[config.mk]
export PLATFORM = sky130hd
export DESIGN_NAME = wishbone_to_ahb
export DESIGN_NICKNAME = d
export VERILOG_FILES = /design/src/rtl/ahb_wb_pkg.sv /design/src/rtl/wishbone_to_ahb.sv
export SDC_FILE = /design/constraint.sdc
export NUM_CORES = 1
export LEC_CHECK = 0
export CAP_MARGIN = 5
export CORE_AREA = 2 2 162 164
export DETAILED_ROUTE_END_ITERATION = 12
export DIE_AREA = 0 0 164 166
export PLACE_DENSITY_LB_ADDON = 0.08
export SLEW_MARGIN = 20
export SYNTH_ARGS = -nofsm -noshare
export SYNTH_HDL_FRONTEND = slang
export SYNTH_SLANG_ARGS = --single-unit
[constraint.sdc]
create_clock -name HCLK -period 2.15 [get_ports HCLK]
set_input_delay 0.3225 -clock HCLK [delete_from_list [all_inputs] [get_ports HCLK]]
set_output_delay 0.3225 -clock HCLK [all_outputs]
set_load 0.02 [all_outputs]
[src/rtl/ahb_wb_pkg.sv]
// Shared AHB-Lite encodings and helpers for the Wishbone <-> AHB bridges.
package ahb_wb_pkg;

    localparam logic [1:0] HTRANS_IDLE   = 2'b00;
    localparam logic [1:0] HTRANS_NONSEQ = 2'b10;

    localparam logic [2:0] HSIZE_BYTE = 3'b000;
    localparam logic [2:0] HSIZE_HALF = 3'b001;
    localparam logic [2:0] HSIZE_WORD = 3'b010;

    typedef enum logic [2:0] {
        StIdle,
        StAddr,
        StData,
        StResp,
        StDrain
    } w2a_state_t;

    typedef struct packed {
        logic       valid;
        logic [2:0] hsize;
        logic [1:0] addr_lo;
    } sel_dec_t;

    // Only naturally aligned byte, halfword and word lane patterns map onto an AHB size.
    function automatic sel_dec_t sel_to_size(input logic [3:0] sel);
        sel_dec_t dec;
        dec = '{valid: 1'b1, hsize: HSIZE_BYTE, addr_lo: 2'b00};
        case (sel)
            4'b1111: dec.hsize = HSIZE_WORD;
            4'b0011: dec.hsize = HSIZE_HALF;
            4'b1100: begin
                dec.hsize   = HSIZE_HALF;
                dec.addr_lo = 2'b10;
            end
            4'b0001: dec.addr_lo = 2'b00;
            4'b0010: dec.addr_lo = 2'b01;
            4'b0100: dec.addr_lo = 2'b10;
            4'b1000: dec.addr_lo = 2'b11;
            default: dec.valid = 1'b0;
        endcase
        return dec;
    endfunction

endpackage

[src/rtl/wishbone_to_ahb.sv]
// Wishbone classic slave to AHB-Lite master bridge: single transfers, one outstanding,
// HREADY-stretched data phases and ERROR responses mapped onto wb_ack/wb_err.
module wishbone_to_ahb #(
    parameter int unsigned ADDR_WIDTH     = 32,
    parameter int unsigned DATA_WIDTH     = 32,
    parameter logic [3:0]  HPROT_VAL      = 4'b0011,
    parameter int unsigned TIMEOUT_CYCLES = 255
) (
    input  logic                  HCLK,
    input  logic                  HRESETn,
    input  logic                  wb_cyc,
    input  logic                  wb_stb,
    input  logic                  wb_we,
    input  logic [ADDR_WIDTH-1:0] wb_adr,
    input  logic [DATA_WIDTH-1:0] wb_dat_w,
    input  logic [3:0]            wb_sel,
    output logic [DATA_WIDTH-1:0] wb_dat_r,
    output logic                  wb_ack,
    output logic                  wb_err,
    output logic [ADDR_WIDTH-1:0] HADDR,
    output logic [1:0]            HTRANS,
    output logic                  HWRITE,
    output logic [2:0]            HSIZE,
    output logic [2:0]            HBURST,
    output logic [3:0]            HPROT,
    output logic                  HMASTLOCK,
    output logic [DATA_WIDTH-1:0] HWDATA,
    input  logic [DATA_WIDTH-1:0] HRDATA,
    input  logic                  HREADY,
    input  logic [1:0]            HRESP
);
    import ahb_wb_pkg::*;

    localparam int unsigned CntW = (TIMEOUT_CYCLES > 1) ? $clog2(TIMEOUT_CYCLES + 1) : 1;
    localparam logic [CntW-1:0] CntMax = '1;
    localparam logic [CntW-1:0] TimeoutLast =
        (TIMEOUT_CYCLES == 0) ? '0 : CntW'(TIMEOUT_CYCLES - 1);

    w2a_state_t            state_q, state_d;
    logic [ADDR_WIDTH-1:0] haddr_q, haddr_d;
    logic [1:0]            htrans_q, htrans_d;
    logic                  hwrite_q, hwrite_d;
    logic [2:0]            hsize_q, hsize_d;
    logic [DATA_WIDTH-1:0] hwdata_q, hwdata_d;
    logic [DATA_WIDTH-1:0] wdata_q, wdata_d;
    logic [DATA_WIDTH-1:0] dat_r_q, dat_r_d;
    logic                  ack_q, ack_d;
    logic                  err_q, err_d;
    logic [CntW-1:0]       cnt_q, cnt_d;
    logic                  abort_q, abort_d;
    sel_dec_t              dec;
    logic                  timeout;
    logic                  aborted;
    logic                  unused_bits;

    assign unused_bits = ^{wb_adr[1:0], HRESP[1]};

    always_comb begin
        state_d  = state_q;
        haddr_d  = haddr_q;
        htrans_d = htrans_q;
        hwrite_d = hwrite_q;
        hsize_d  = hsize_q;
        hwdata_d = hwdata_q;
        wdata_d  = wdata_q;
        dat_r_d  = dat_r_q;
        ack_d    = 1'b0;
        err_d    = 1'b0;
        cnt_d    = cnt_q;
        abort_d  = abort_q;
        timeout  = 1'b0;
        dec      = sel_to_size(wb_sel);

        if (state_q inside {StAddr, StData}) begin
            if (cnt_q != CntMax) cnt_d = cnt_q + CntW'(1);
            if (!wb_cyc) abort_d = 1'b1;
            timeout = (TIMEOUT_CYCLES != 0) && (cnt_q == TimeoutLast);
        end
        // An abandoned cycle still has to finish on AHB, but the initiator hears nothing back.
        aborted = abort_q | ~wb_cyc;

        unique case (state_q)
            StIdle: begin
                if (wb_cyc && wb_stb) begin
                    if (dec.valid) begin
                        state_d  = StAddr;
                        htrans_d = HTRANS_NONSEQ;
                        haddr_d  = {wb_adr[ADDR_WIDTH-1:2], dec.addr_lo};
                        hwrite_d = wb_we;
                        hsize_d  = dec.hsize;
                        wdata_d  = wb_dat_w;
                        cnt_d    = '0;
                        abort_d  = 1'b0;
                    end else begin
                        err_d   = 1'b1;
                        state_d = StResp;
                    end
                end
            end
            StAddr: begin
                if (HREADY || timeout) begin
                    htrans_d = HTRANS_IDLE;
                    hwdata_d = wdata_q;
                    state_d  = timeout ? StDrain : StData;
                    err_d    = timeout & ~aborted;
                end
            end
            StData: begin
                if (HREADY) begin
                    state_d = aborted ? StIdle : StResp;
                    if (!aborted) begin
                        if (HRESP[0]) begin
                            err_d = 1'b1;
                        end else begin
                            ack_d = 1'b1;
                            if (!hwrite_q) dat_r_d = HRDATA;
                        end
                    end
                end else if (timeout) begin
                    state_d = StDrain;
                    err_d   = ~aborted;
                end
            end
            StResp:  state_d = StIdle;
            StDrain: if (HREADY) state_d = StIdle;
            default: state_d = StIdle;
        endcase
    end

    always_ff @(posedge HCLK or negedge HRESETn) begin
        if (!HRESETn) begin
            state_q  <= StIdle;
            haddr_q  <= '0;
            htrans_q <= HTRANS_IDLE;
            hwrite_q <= 1'b0;
            hsize_q  <= '0;
            hwdata_q <= '0;
            wdata_q  <= '0;
            dat_r_q  <= '0;
            ack_q    <= 1'b0;
            err_q    <= 1'b0;
            cnt_q    <= '0;
            abort_q  <= 1'b0;
        end else begin
            state_q  <= state_d;
            haddr_q  <= haddr_d;
            htrans_q <= htrans_d;
            hwrite_q <= hwrite_d;
            hsize_q  <= hsize_d;
            hwdata_q <= hwdata_d;
            wdata_q  <= wdata_d;
            dat_r_q  <= dat_r_d;
            ack_q    <= ack_d;
            err_q    <= err_d;
            cnt_q    <= cnt_d;
            abort_q  <= abort_d;
        end
    end

    assign wb_dat_r  = dat_r_q;
    assign wb_ack    = ack_q;
    assign wb_err    = err_q;
    assign HADDR     = haddr_q;
    assign HTRANS    = htrans_q;
    assign HWRITE    = hwrite_q;
    assign HSIZE     = hsize_q;
    assign HWDATA    = hwdata_q;
    assign HBURST    = 3'b000;
    assign HPROT     = HPROT_VAL;
    assign HMASTLOCK = 1'b0;

endmodule

==> reports/qor_table.md, run 1 <==
| Metric | This run |
| --- | --- |
| Top routing layer used | met4 |
| Total CTS buffers | 17 |
| Slack of the worst reg-to-reg path | 0.24 ns |
| Vias in the first global route | 4583 |
| Slowest cell on the critical path | dfrtp_1 |
| Worst stage delay on the critical path | 0.44 ns |
| Number of hold violations in the final report | 0 |
| Buffer depth of the longest clock path | 2 |
| I/O Buffers | 206 |
| Share of flip-flops with an asynchronous set or reset | 100% |
| Nets | 778 |
| Wl on met1 | 7480 um |
| Synthesized area per cell | 14.8 um2 |
| Critical Path RT | 2.45 ns |
| Cells traversed along the worst timing path | or2_1, or2_4, a21oi_4, buf_12, buf_12, mux2_4 |
| Post-synthesis to final-layout area growth | 53.2% |
| Iteration-0 DRC count of the detailed router | 141 |
| Antenna-violating nets left | 0 |
| Total overflow reported by the global router | 0 |
| Drt pass-1 iters | 4 |
| Largest net degree at the start of global routing | 59 |
| Number of enable-type register cells in the synthesized netlist | 0 |
| Share of the yosys chip area belonging to registers | 57.9% |
| Prevailing post-synth register cell | dfrtp_1 |
| Critical Path Source Type | flop |
| IR Drop Worst-Case VDD | 0.539 mV |
| Number of cells produced by synthesis | 427 |
| Maximum clock frequency | 0.525 GHz |
| Cell family with the largest share of critical-path delay | simple AND/OR/NAND/NOR gates |
| Crit Path Class | flop to flop |
| Power per unit of standard cell area | 1390 nW/um2 |
| GPL Wtd Cong | 0.763 |
| Fraction of final layout cells sized beyond drive strength 1 | 30.7% |
| Maximum net fanout on the critical path | 11 |
| Final worst-path cycle share | 88.6% |
| Post-route total power | 13500 uW |
| Cells after DPL | 983 |
| Finished layout cell area | 9670 um2 |
| Worst-skew pair later-pin latency | 0.42 ns |
| Half-perimeter wire length of the detailed placement result | 12000 um |
| Routed met2 length | 7100 um |
| Placeable core region | 25600 um2 |
| Number of antenna violations at the first check in global routing | 0 |
| Site row count | 59 |
| I/O pin count | 220 |
| Met3 routed wirelength | 1570 um |
| Per-cell via count in the routed design | 4.25 |
| Placement-stage worst setup slack | -0.136 ns |
| RSZ-0062 raised after global routing | false |
| Sink count of the clock tree | 146 |
| Routed length per instance | 16.1 um |
| Final wirelength | 16300 um |
| Antenna diodes | 0 |
| Non-filler instance count after layout | 1016 |
| Die X | 164 um |
| Initial core utilization | 24.6% |
| Flip-flop and latch area | 3650 um2 |
| Number of synthesis warnings | 0 |
| Count of buffering cells on the critical path with inverters included | 2 |
| Number of filler instances in the final layout | 2419 |
| Max_cap viols | 0 |
| # setup viols final | 0 |
| WP data arrival | 2.21 ns |
| Vias after detailed routing | 4313 |
| TritonCTS clock tree | built |
| Clock transition at path regs | 0.07 ns |
| Total of flip-flops plus latches after synthesis | 146 |
| Final setup slack of the worst path | 0.245 ns |
| Final core utilization | 37.8% |
| Clock Tree Root | clkbuf_16 |
| Clk_skew | 0.0125 ns |
| Number of distinct library cells after synthesis | 50 |
| Footprint of the multi-input gates | 2420 um2 |
| Post-route minimum period | 1.91 ns |
| Area after DPL | 9050 um2 |
| Endpoint type of the worst setup path | flop |
| Post-Syn Area | 6310 um2 |
| Number of remaining DRC errors | 0 |
| Reported leakage power | 0.00413 uW |
| Full die area | 27200 um2 |
| Most common cell type on the critical path | buf_12 |
| Die height | 166 um |
| Number of max-slew violations in the final report | 0 |
| Slew headroom | 60.7% |
| Outcome | completed |
| Tightest Pin Transition | 0.588 ns |
| Kind of path behind the tightest hold check | input pin to asynchronous set/reset pin |
| Total GRT Usage | 12.2% |
| Wire length of the first global-routing pass | 26000 um |
| CTS H-tree depth | 4 |
[logic make-up after synthesis]
logic type      synth area share [%]
mux                             26.6
fa+ha+maj                      0.396
buf+inv                         4.34
simple gates                    4.86
xor+xnor                       0.971
flops                           57.9
compound gates                  4.86
other cells                    0.119
[final timing paths]
kind	start	endpoint	cells after the start
min in group HCLK	HWDATA[31]	HWDATA[31]	1
worst min-delay path	HRESETn	wb_dat_r[29]	2
worst min register to register	HWDATA[31]	HWDATA[31]	1
max in group asynchronous	HRESETn	cnt_q[2]	3
worst max-delay path	state_q[1]	wdata_q[13]	6
worst max register to register	state_q[1]	wdata_q[13]	6
[cells in the final DEF, fill, tap and decap left out, types with 5 or more instances in the layout]
cell type / n
buf_4: 29
clkbuf_16: 17
nand3_1: 7
nor2_1: 16
dfrtp_1: 146
buf_12: 13
conb_1: 10
a21oi_1: 8
mux2_2: 68
nor3_1: 6
inv_1: 5
nand2_1: 6
xnor2_1: 7
clkdlybuf4s50_1: 205
o21ai_0: 9
mux2_4: 60
[layer usage]
metal	track usage [%]	up-vias
met5	0	-
met4	3.66	0
met3	4.92	12
met2	18.7	173
met1	16.0	2138
li1	-	1990
[power by group]
part / leakage [uW] / switching (uW) / internal (uW) / total, uW
Sequential: 0.00183 / 718 / 4000 / 4720
Combinational: 0.00202 / 2410 / 3270 / 5680
Clock: 0.000289 / 1290 / 1780 / 3070
Total: 0.00413 / 4410 / 9050 / 13500
[sequential cells by signal, indices dropped and copies added, names as in the netlist]
signal	count
cnt_q	8
wb_err	1
wb_ack	1
HTRANS	1
abort_q	1
wdata_q	32
state_q	3
HWDATA	32
HADDR	32
wb_dat_r	32
HWRITE	1
HSIZE	2
[worst register-to-register path: cells and delay by family, from the launching register on]
kind	cells	cell delay, ns
and+or+nand+nor	2	0.52
DFF	1	0.44
buffers and inverters	2	0.35
muxes	1	0.30
AOI/OAI and AO/OA	1	0.19
[final cells by class]
| type | count | share of cell area (%) |
|---|---|---|
| tap | 335 | 4.33 |
| clock inverter | 14 | 1.75 |
| inverter | 5 | 0.194 |
| clock buffer | 18 | 4.54 |
| timing repair buffer | 249 | 26.4 |
| multi-input combinational | 249 | 25.0 |
| sequential | 146 | 37.8 |
[metrics by stage]
stage | hold WS [ns] | TNS [ns]
final | 0.459 | 0
after global routing | 0.489 | 0
after CTS | 0.476 | 0
after detailed placement | 0.350 | -10.09
after global placement | 0.349 | -6.96
after floorplan | 0.0269 | 0
[cell usage after synthesis (3+ instances only)]
cell      instances  area (um2)
nand3_1           7        35.0
a31oi_1           3        18.8
a211oi_1          3        22.5
nand4_1           3        18.8
buf_2             9        45.0
o21ai_0           9        45.0
nor3_1            7        35.0
nand2_1           6        22.5
nor2_1           16        60.1
clkbuf_1          8        30.0
dfrtp_1         146        3650
a21oi_1           8        40.0
and4_1            3        26.3
buf_8             6        90.1
xnor2_1           7        61.3
inv_1             5        18.8
buf_4            12        90.1
a311oi_1          3        26.3
mux2_2           68         766
mux2_4           60         901
[repair_timing]
action,4_1_cts,5_1_grt
resized for setup,0,0
setup buffers,0,0
hold buffers,1,0
endpoints found under the hold margin,53,0
Note: power is estimated with default switching activity, not from simulation.
==> inputs of run 2 (changes only) <==
CELL_PAD_IN_SITES_DETAIL_PLACEMENT = 2   (was unset)
CELL_PAD_IN_SITES_GLOBAL_PLACEMENT = 2   (was unset)
==> run 2 against run 1 <==
Design area fell by 1.5%. Die area unchanged. Core utilization shrank 0.55 points. Count of clock-buffer cells in the layout is 1 higher. Maximum frequency down 2.3%. Via count grew 0.39%. Final cell count shrank 0.79%. Flip-flop and latch count stayed put. Worst hold slack got worse by 0.045 ns. Non-clock buffer count shrank 8. Sequential share of layout area grew 0.56 points. Global-route usage is 1.9 points higher. Critical endpoint is now HWDATA[20]. Highest routed layer unchanged.
==> reports/qor_table.md, run 2 (synthesis gave the netlist of run 1 again) <==
| Metric | This run | vs previous |
| --- | --- | --- |
| Footprint of the multi-input gates | 2420 um2 | about the same |
| Setup TNS | 0 ns | unchanged |
| RSZ-0062 raised after global routing | false | unchanged |
| Clock transition at path regs | 0.07 ns | about the same |
| Vias after detailed routing | 4330 | was 4313 |
| IR Drop Worst-Case VDD | 0.543 mV | was 0.539 mV |
| Critical Path Source Type | flop | unchanged |
| CTS H-tree depth | 4 | unchanged |
| Most common cell after layout, fill and taps aside | clkdlybuf4s50_1 | unchanged |
| I/O pin count | 220 | unchanged |
| Half-perimeter wire length of the detailed placement result | 13200 um | was 12000 um |
| Cells after DPL | 975 | was 983 |
| Number of filler instances in the final layout | 2613 | was 2419 |
| Iteration-0 DRC count of the detailed router | 158 | was 141 |
| Total CTS buffers | 17 | unchanged |
| Total overflow reported by the global router | 0 | unchanged |
| I/O Buffers | 206 | unchanged |
| Outcome | completed | unchanged |
| Slew headroom | 61.8% | was 60.7% |
| Nets | 770 | was 778 |
| Worst Setup SP | cnt_q[4] | was state_q[1] |
| Reg2reg start | cnt_q[4] | was state_q[1] |
| Buffer depth of the longest clock path | 2 | unchanged |
| Sink count of the clock tree | 146 | unchanged |
| Number of remaining DRC errors | 0 | unchanged |
| Site row count | 59 | unchanged |
| Clk_skew | 0.0109 ns | was 0.0125 ns |
| Drt pass-1 iters | 4 | unchanged |
| Worst-skew pair later-pin latency | 0.42 ns | about the same |
| Final worst-path cycle share | 90.7% | was 88.6% |
| Capturing instance or port of the critical path | HWDATA[20] | was wdata_q[13] |
| Clock Tree Root | clkbuf_16 | unchanged |
| Antenna diodes | 0 | unchanged |
| Number of max-slew violations in the final report | 0 | unchanged |
| Number of hold violations in the final report | 0 | unchanged |
| Kind of path behind the tightest hold check | input pin to asynchronous set/reset pin | unchanged |
| Buffer count from post-CTS setup fixing | 0 | unchanged |
| Crit Path Class | flop to flop | unchanged |
| Tightest Pin Transition | 0.571 ns | was 0.588 ns |
| Placeable core region | 25600 um2 | unchanged |
| Endpoint type of the worst setup path | flop | unchanged |
| Fraction of final layout cells sized beyond drive strength 1 | 29.7% | was 30.7% |
| GPL Wtd Cong | 0.762 | was 0.763 |
| Non-filler instance count after layout | 1008 | was 1016 |
| Flip-flop and latch area | 3650 um2 | unchanged |
| Per-cell via count in the routed design | 4.30 | was 4.25 |
| Commonest cells after routing, fill and taps aside | clkdlybuf4s50_1 (205), dfrtp_1 (146), mux2_2 (68) | unchanged |
| Critical Path RT | 2.46 ns | was 2.45 ns |
| Full die area | 27200 um2 | unchanged |
| WP data arrival | 2.26 ns | was 2.21 ns |
| Final wirelength | 18300 um | was 16300 um |
| Initial core utilization | 24.6% | unchanged |
| Max_cap viols | 0 | unchanged |
| Post-route minimum period | 1.95 ns | was 1.91 ns |
| Count of cells along the worst register-to-register path | 5 | was 6 |
| R2R Path End | HWDATA[20] | was wdata_q[13] |
| Final core utilization | 37.2% | was 37.8% |
| Die X | 164 um | unchanged |
| Antenna-violating nets left | 0 | unchanged |
| Largest net degree at the start of global routing | 46 | was 59 |
| Wire length of the first global-routing pass | 29700 um | was 26000 um |
| # setup viols final | 0 | unchanged |
| Total GRT Usage | 14.2% | was 12.2% |
| Number of antenna violations at the first check in global routing | 0 | unchanged |
| Post-synthesis to final-layout area growth | 51.0% | was 53.2% |
| Post-route total power | 13400 uW | was 13500 uW |
| Maximum clock frequency | 0.513 GHz | was 0.525 GHz |
| Die height | 166 um | unchanged |
| Maximum net fanout on the critical path | 33 | was 11 |
| Vias in the first global route | 5095 | was 4583 |
| TritonCTS clock tree | built | unchanged |
| Routed length per instance | 18.2 um | was 16.1 um |
| Power per unit of standard cell area | 1410 nW/um2 | was 1390 nW/um2 |
| Slack of the worst reg-to-reg path | 0.20 ns | was 0.24 ns |
| Reported leakage power | 0.00406 uW | was 0.00413 uW |
[run 2: report_power, final]
| group | internal, uW | switching [uW] | leakage [uW] |
|---|---|---|---|
| combinational | 3240 | 2500 | 0.00197 |
| sequential | 4000 | 738 | 0.00183 |
| clock | 1620 | 1290 | 0.000267 |
[run 2: final cells by class]
type	instances	share of cell area [%]
inverters	5	0.197
flip-flops and latches	146	38.3
well taps	335	4.40
clock buffers	19	4.54
clock inverters	13	1.33
multi-input cells	249	25.4
repair buffers	241	25.7
[run 2: worst min-delay path by stage]
stage / endpoint / slack, ns / cells after the start
floorplan: HADDR[0] / 0.03 / 0
global placement: HADDR[0] / 0.30 / 1
detailed placement: HADDR[0] / 0.30 / 1
CTS: HADDR[0] / 0.42 / 2
global route: HADDR[0] / 0.44 / 2
finish: HADDR[0] / 0.41 / 2
[run 2: what timing repair did]
item,in CTS,in global routing
endpoints found under the hold margin,41,0
hold buffers,1,0
setup endpoints to repair,0,1
gates resized for setup,0,1
[run 2: metal layers]
| layer | GRT usage, % | vias up | wire length, um |
|---|---|---|---|
| met4 | 3.70 | 0 | 232 |
| met2 | 23.4 | 138 | 8980 |
| met1 | 17.3 | 2207 | 7720 |
| met3 | 5.39 | 13 | 1380 |
| met5 | 0 | - | 0 |
| li1 | - | 1972 | - |
[run 2: per-stage QoR]
| stage | worst slack, ns | instance area [um2] | hold WS (ns) |
|---|---|---|---|
| final | 0.200 | 9530 | 0.414 |
| after floorplan | 0.0468 | 6340 | 0.0269 |
| after global routing | 0.0840 | 9530 | 0.440 |
| after detailed placement | -0.198 | 8950 | 0.305 |
| after CTS | 0.129 | 9520 | 0.419 |
| after global placement | -0.166 | 8950 | 0.296 |
[run 2: critical path, cell delays in order, from the launching register on]
cell and delay, ns:
dfrtp_1 0.44, and4_1 0.30, and4_1 0.31, o21a_2 0.17, buf_12 0.23, mux2_2 0.37
==> inputs of run 3 (changes only) <==
ABC_CLOCK_PERIOD_IN_PS = 1730   (was unset)
clock period = 1.73 ns   (was 2.15 ns; I/O delays follow)
==> run 3 against run 2 <==
The flow now finishes with violations (setup timing). Combinational power up 47%. Core utilization is 4.0 points higher. Register-to-register slack got worse by 0.31 ns. Sequential power increased by 26%. Global-route usage grew 1.6 points. Largest cell class unchanged.
==> reports/qor_table.md, run 3 (synthesis gave the netlist of run 1 again) <==
| Metric | This run | vs previous |
| --- | --- | --- |
| Tightest Pin Transition | 0.529 ns | was 0.571 ns |
| Post-synthesis to final-layout area growth | 67.3% | was 51.0% |
| Worst path depth | 6 | was 5 |
| RSZ-0062 raised after global routing | true | was false |
| Power per unit of standard cell area | 1720 nW/um2 | was 1410 nW/um2 |
| Routed length per instance | 20.5 um | was 18.2 um |
| Number of antenna violations at the first check in global routing | 0 | unchanged |
| Clock transition at path regs | 0.07 ns | about the same |
| Number of hold violations in the final report | 0 | unchanged |
| Site row count | 59 | unchanged |
| Reg2reg start | state_q[2] | was cnt_q[4] |
| Number of remaining DRC errors | 0 | unchanged |
| Commonest cells after routing, fill and taps aside | clkdlybuf4s50_1 (171), dfrtp_1 (146), mux2_4 (127) | was clkdlybuf4s50_1 (205), dfrtp_1 (146), mux2_2 (68) |
| IR Drop Worst-Case VDD | 0.618 mV | was 0.543 mV |
| Cell family with the largest share of critical-path delay | simple AND/OR/NAND/NOR gates | unchanged |
| Placeable core region | 25600 um2 | unchanged |
| Largest net degree at the start of global routing | 51 | was 46 |
| Most common cell after layout, fill and taps aside | clkdlybuf4s50_1 | unchanged |
| Reported leakage power | 0.00485 uW | was 0.00406 uW |
| Count of cells along the worst register-to-register path | 6 | was 5 |
| Initial core utilization | 24.6% | unchanged |
| Final wirelength | 21500 um | was 18300 um |
| Capturing instance or port of the critical path | HADDR[12] | was HWDATA[20] |
| Vias in the first global route | 5291 | was 5095 |
| Critical Path Source Type | flop | unchanged |
| Per-cell via count in the routed design | 4.38 | was 4.30 |
| Outcome | finished with violations | was completed |
| Clk_skew | 0.0180 ns | was 0.0109 ns |
| Sink count of the clock tree | 146 | unchanged |
| I/O Buffers | 206 | unchanged |
| Antenna diodes | 0 | unchanged |
| Fraction of final layout cells sized beyond drive strength 1 | 37.2% | was 29.7% |
| # setup viols final | 118 | was 0 |
| Nets | 810 | was 770 |
| TritonCTS clock tree | built | unchanged |
| Final setup slack of the worst path | -0.109 ns | was 0.200 ns |
| Failing checks | setup timing |  |
| Number of max-slew violations in the final report | 0 | unchanged |
| CTS H-tree depth | 4 | unchanged |
| Slew headroom | 64.7% | was 61.8% |
| Vias after detailed routing | 4594 | was 4330 |
| Slack of the worst reg-to-reg path | -0.11 ns | was 0.20 ns |
| Maximum clock frequency | 0.544 GHz | was 0.513 GHz |
| GPL Wtd Cong | 0.765 | was 0.762 |
| Iteration-0 DRC count of the detailed router | 147 | was 158 |
| Total overflow reported by the global router | 0 | unchanged |
| I/O pin count | 220 | unchanged |
| Crit Path Class | flop to flop | unchanged |
| Die X | 164 um | unchanged |
| Post-route total power | 18200 uW | was 13400 uW |
| R2R Path End | HADDR[12] | was HWDATA[20] |
| Full die area | 27200 um2 | unchanged |
| Maximum net fanout on the critical path | 14 | was 33 |
| Worst Setup SP | state_q[2] | was cnt_q[4] |
| Total CTS buffers | 17 | unchanged |
| Final worst-path cycle share | 106% | was 90.7% |
| Number of filler instances in the final layout | 2492 | was 2613 |
| Count of buffering cells on the critical path with inverters included | 2 | was 1 |
| Die height | 166 um | unchanged |
| Slowest cell on the critical path | dfrtp_1 | unchanged |
| Endpoint type of the worst setup path | flop | unchanged |
| Antenna-violating nets left | 0 | unchanged |
| Critical Path RT | 2.04 ns | was 2.46 ns |
| Drt pass-1 iters | 4 | unchanged |
| Kind of path behind the tightest hold check | input pin to asynchronous set/reset pin | unchanged |
| Total GRT Usage | 15.8% | was 14.2% |
| Worst stage delay on the critical path | 0.41 ns | was 0.44 ns |
| Post-route minimum period | 1.84 ns | was 1.95 ns |
| Wire length of the first global-routing pass | 32400 um | was 29700 um |
| Clock Tree Root | clkbuf_16 | unchanged |
| Half-perimeter wire length of the detailed placement result | 14000 um | was 13200 um |
| Max_cap viols | 0 | unchanged |
| Most common cell type on the critical path | buf_12 | was and4_1 |
| Buffer depth of the longest clock path | 2 | unchanged |
| WP data arrival | 2.15 ns | was 2.26 ns |
| Placement-stage worst setup slack | -0.589 ns | was -0.198 ns |
| Cells traversed along the worst timing path | nand3b_1, or2_4, a21oi_4, buf_12, buf_12, mux2_4 | was and4_1, and4_1, o21a_2, buf_12, mux2_2 |
| Worst-skew pair later-pin latency | 0.43 ns | was 0.42 ns |
run 3: cell count changes in the layout (fill, tap and decap cells not counted), sizes merged:
cell,change
buf,+38
clkdlybuf4s50,-34
clkinv,+3
clkinvlp,-2
dlygate4sd2,+10
dlymetal6s2s,+24
inv,+1
run 3: area by class of cell:
cell class / count / area (um2) / area share [%]
Clock buffer: 17 / 425 / 4.03
Clock inverter: 15 / 170 / 1.61
Inverter: 5 / 18.8 / 0.178
Multi-Input combinational cell: 249 / 2840 / 26.9
Sequential cell: 146 / 3650 / 34.6
Tap cell: 335 / 419 / 3.97
Timing Repair Buffer: 281 / 3040 / 28.8
run 3: repair_timing:
item | 4_1_cts | 5_1_grt
hold buffers | 1 | 0
gates resized for setup | 73 | 75
setup buffers | 12 | 6
gates cloned | 6 | 2
setup endpoints to repair | 140 | 162
pin swaps | 1 | 9
endpoints found under the hold margin | 44 | 0
run 3: worst min path at each step:
stage                              end  cells after the start
final                     wb_dat_r[22]                      2
after global routing      wb_dat_r[11]                      2
after CTS                 wb_dat_r[11]                      2
after detailed placement  wb_dat_r[11]                      1
after global placement    wb_dat_r[11]                      1
after floorplan               HADDR[0]                      0
run 3: report_power, final:
group          internal (uW)  switching (uW)
logic                   4930            3500
registers               4980             992
clock network           2060            1700
total                  12000            6190
run 3: through the flow:
step	hold WS, ns	area [um2]	TNS (ns)	utilization [%]	instances
after floorplan	-0.0361	6380	-21.59	-	435
after global placement	0.258	9080	-44.71	35.4	989
after detailed placement	0.257	9080	-55.27	35.4	989
after CTS	0.375	10200	-10.04	39.7	1040
after global routing	0.386	10600	-16.46	41.2	1048
final	0.367	10600	-7.39	41.2	1048
run 3: per-layer routing:
metal / vias up / wire (um) / global-route usage, %
met5: - / 0 / 0
met4: 0 / 265 / 4.77
met3: 16 / 1190 / 3.75
met2: 165 / 10800 / 26.9
met1: 2350 / 9240 / 19.7
li1: 2063 / - / -
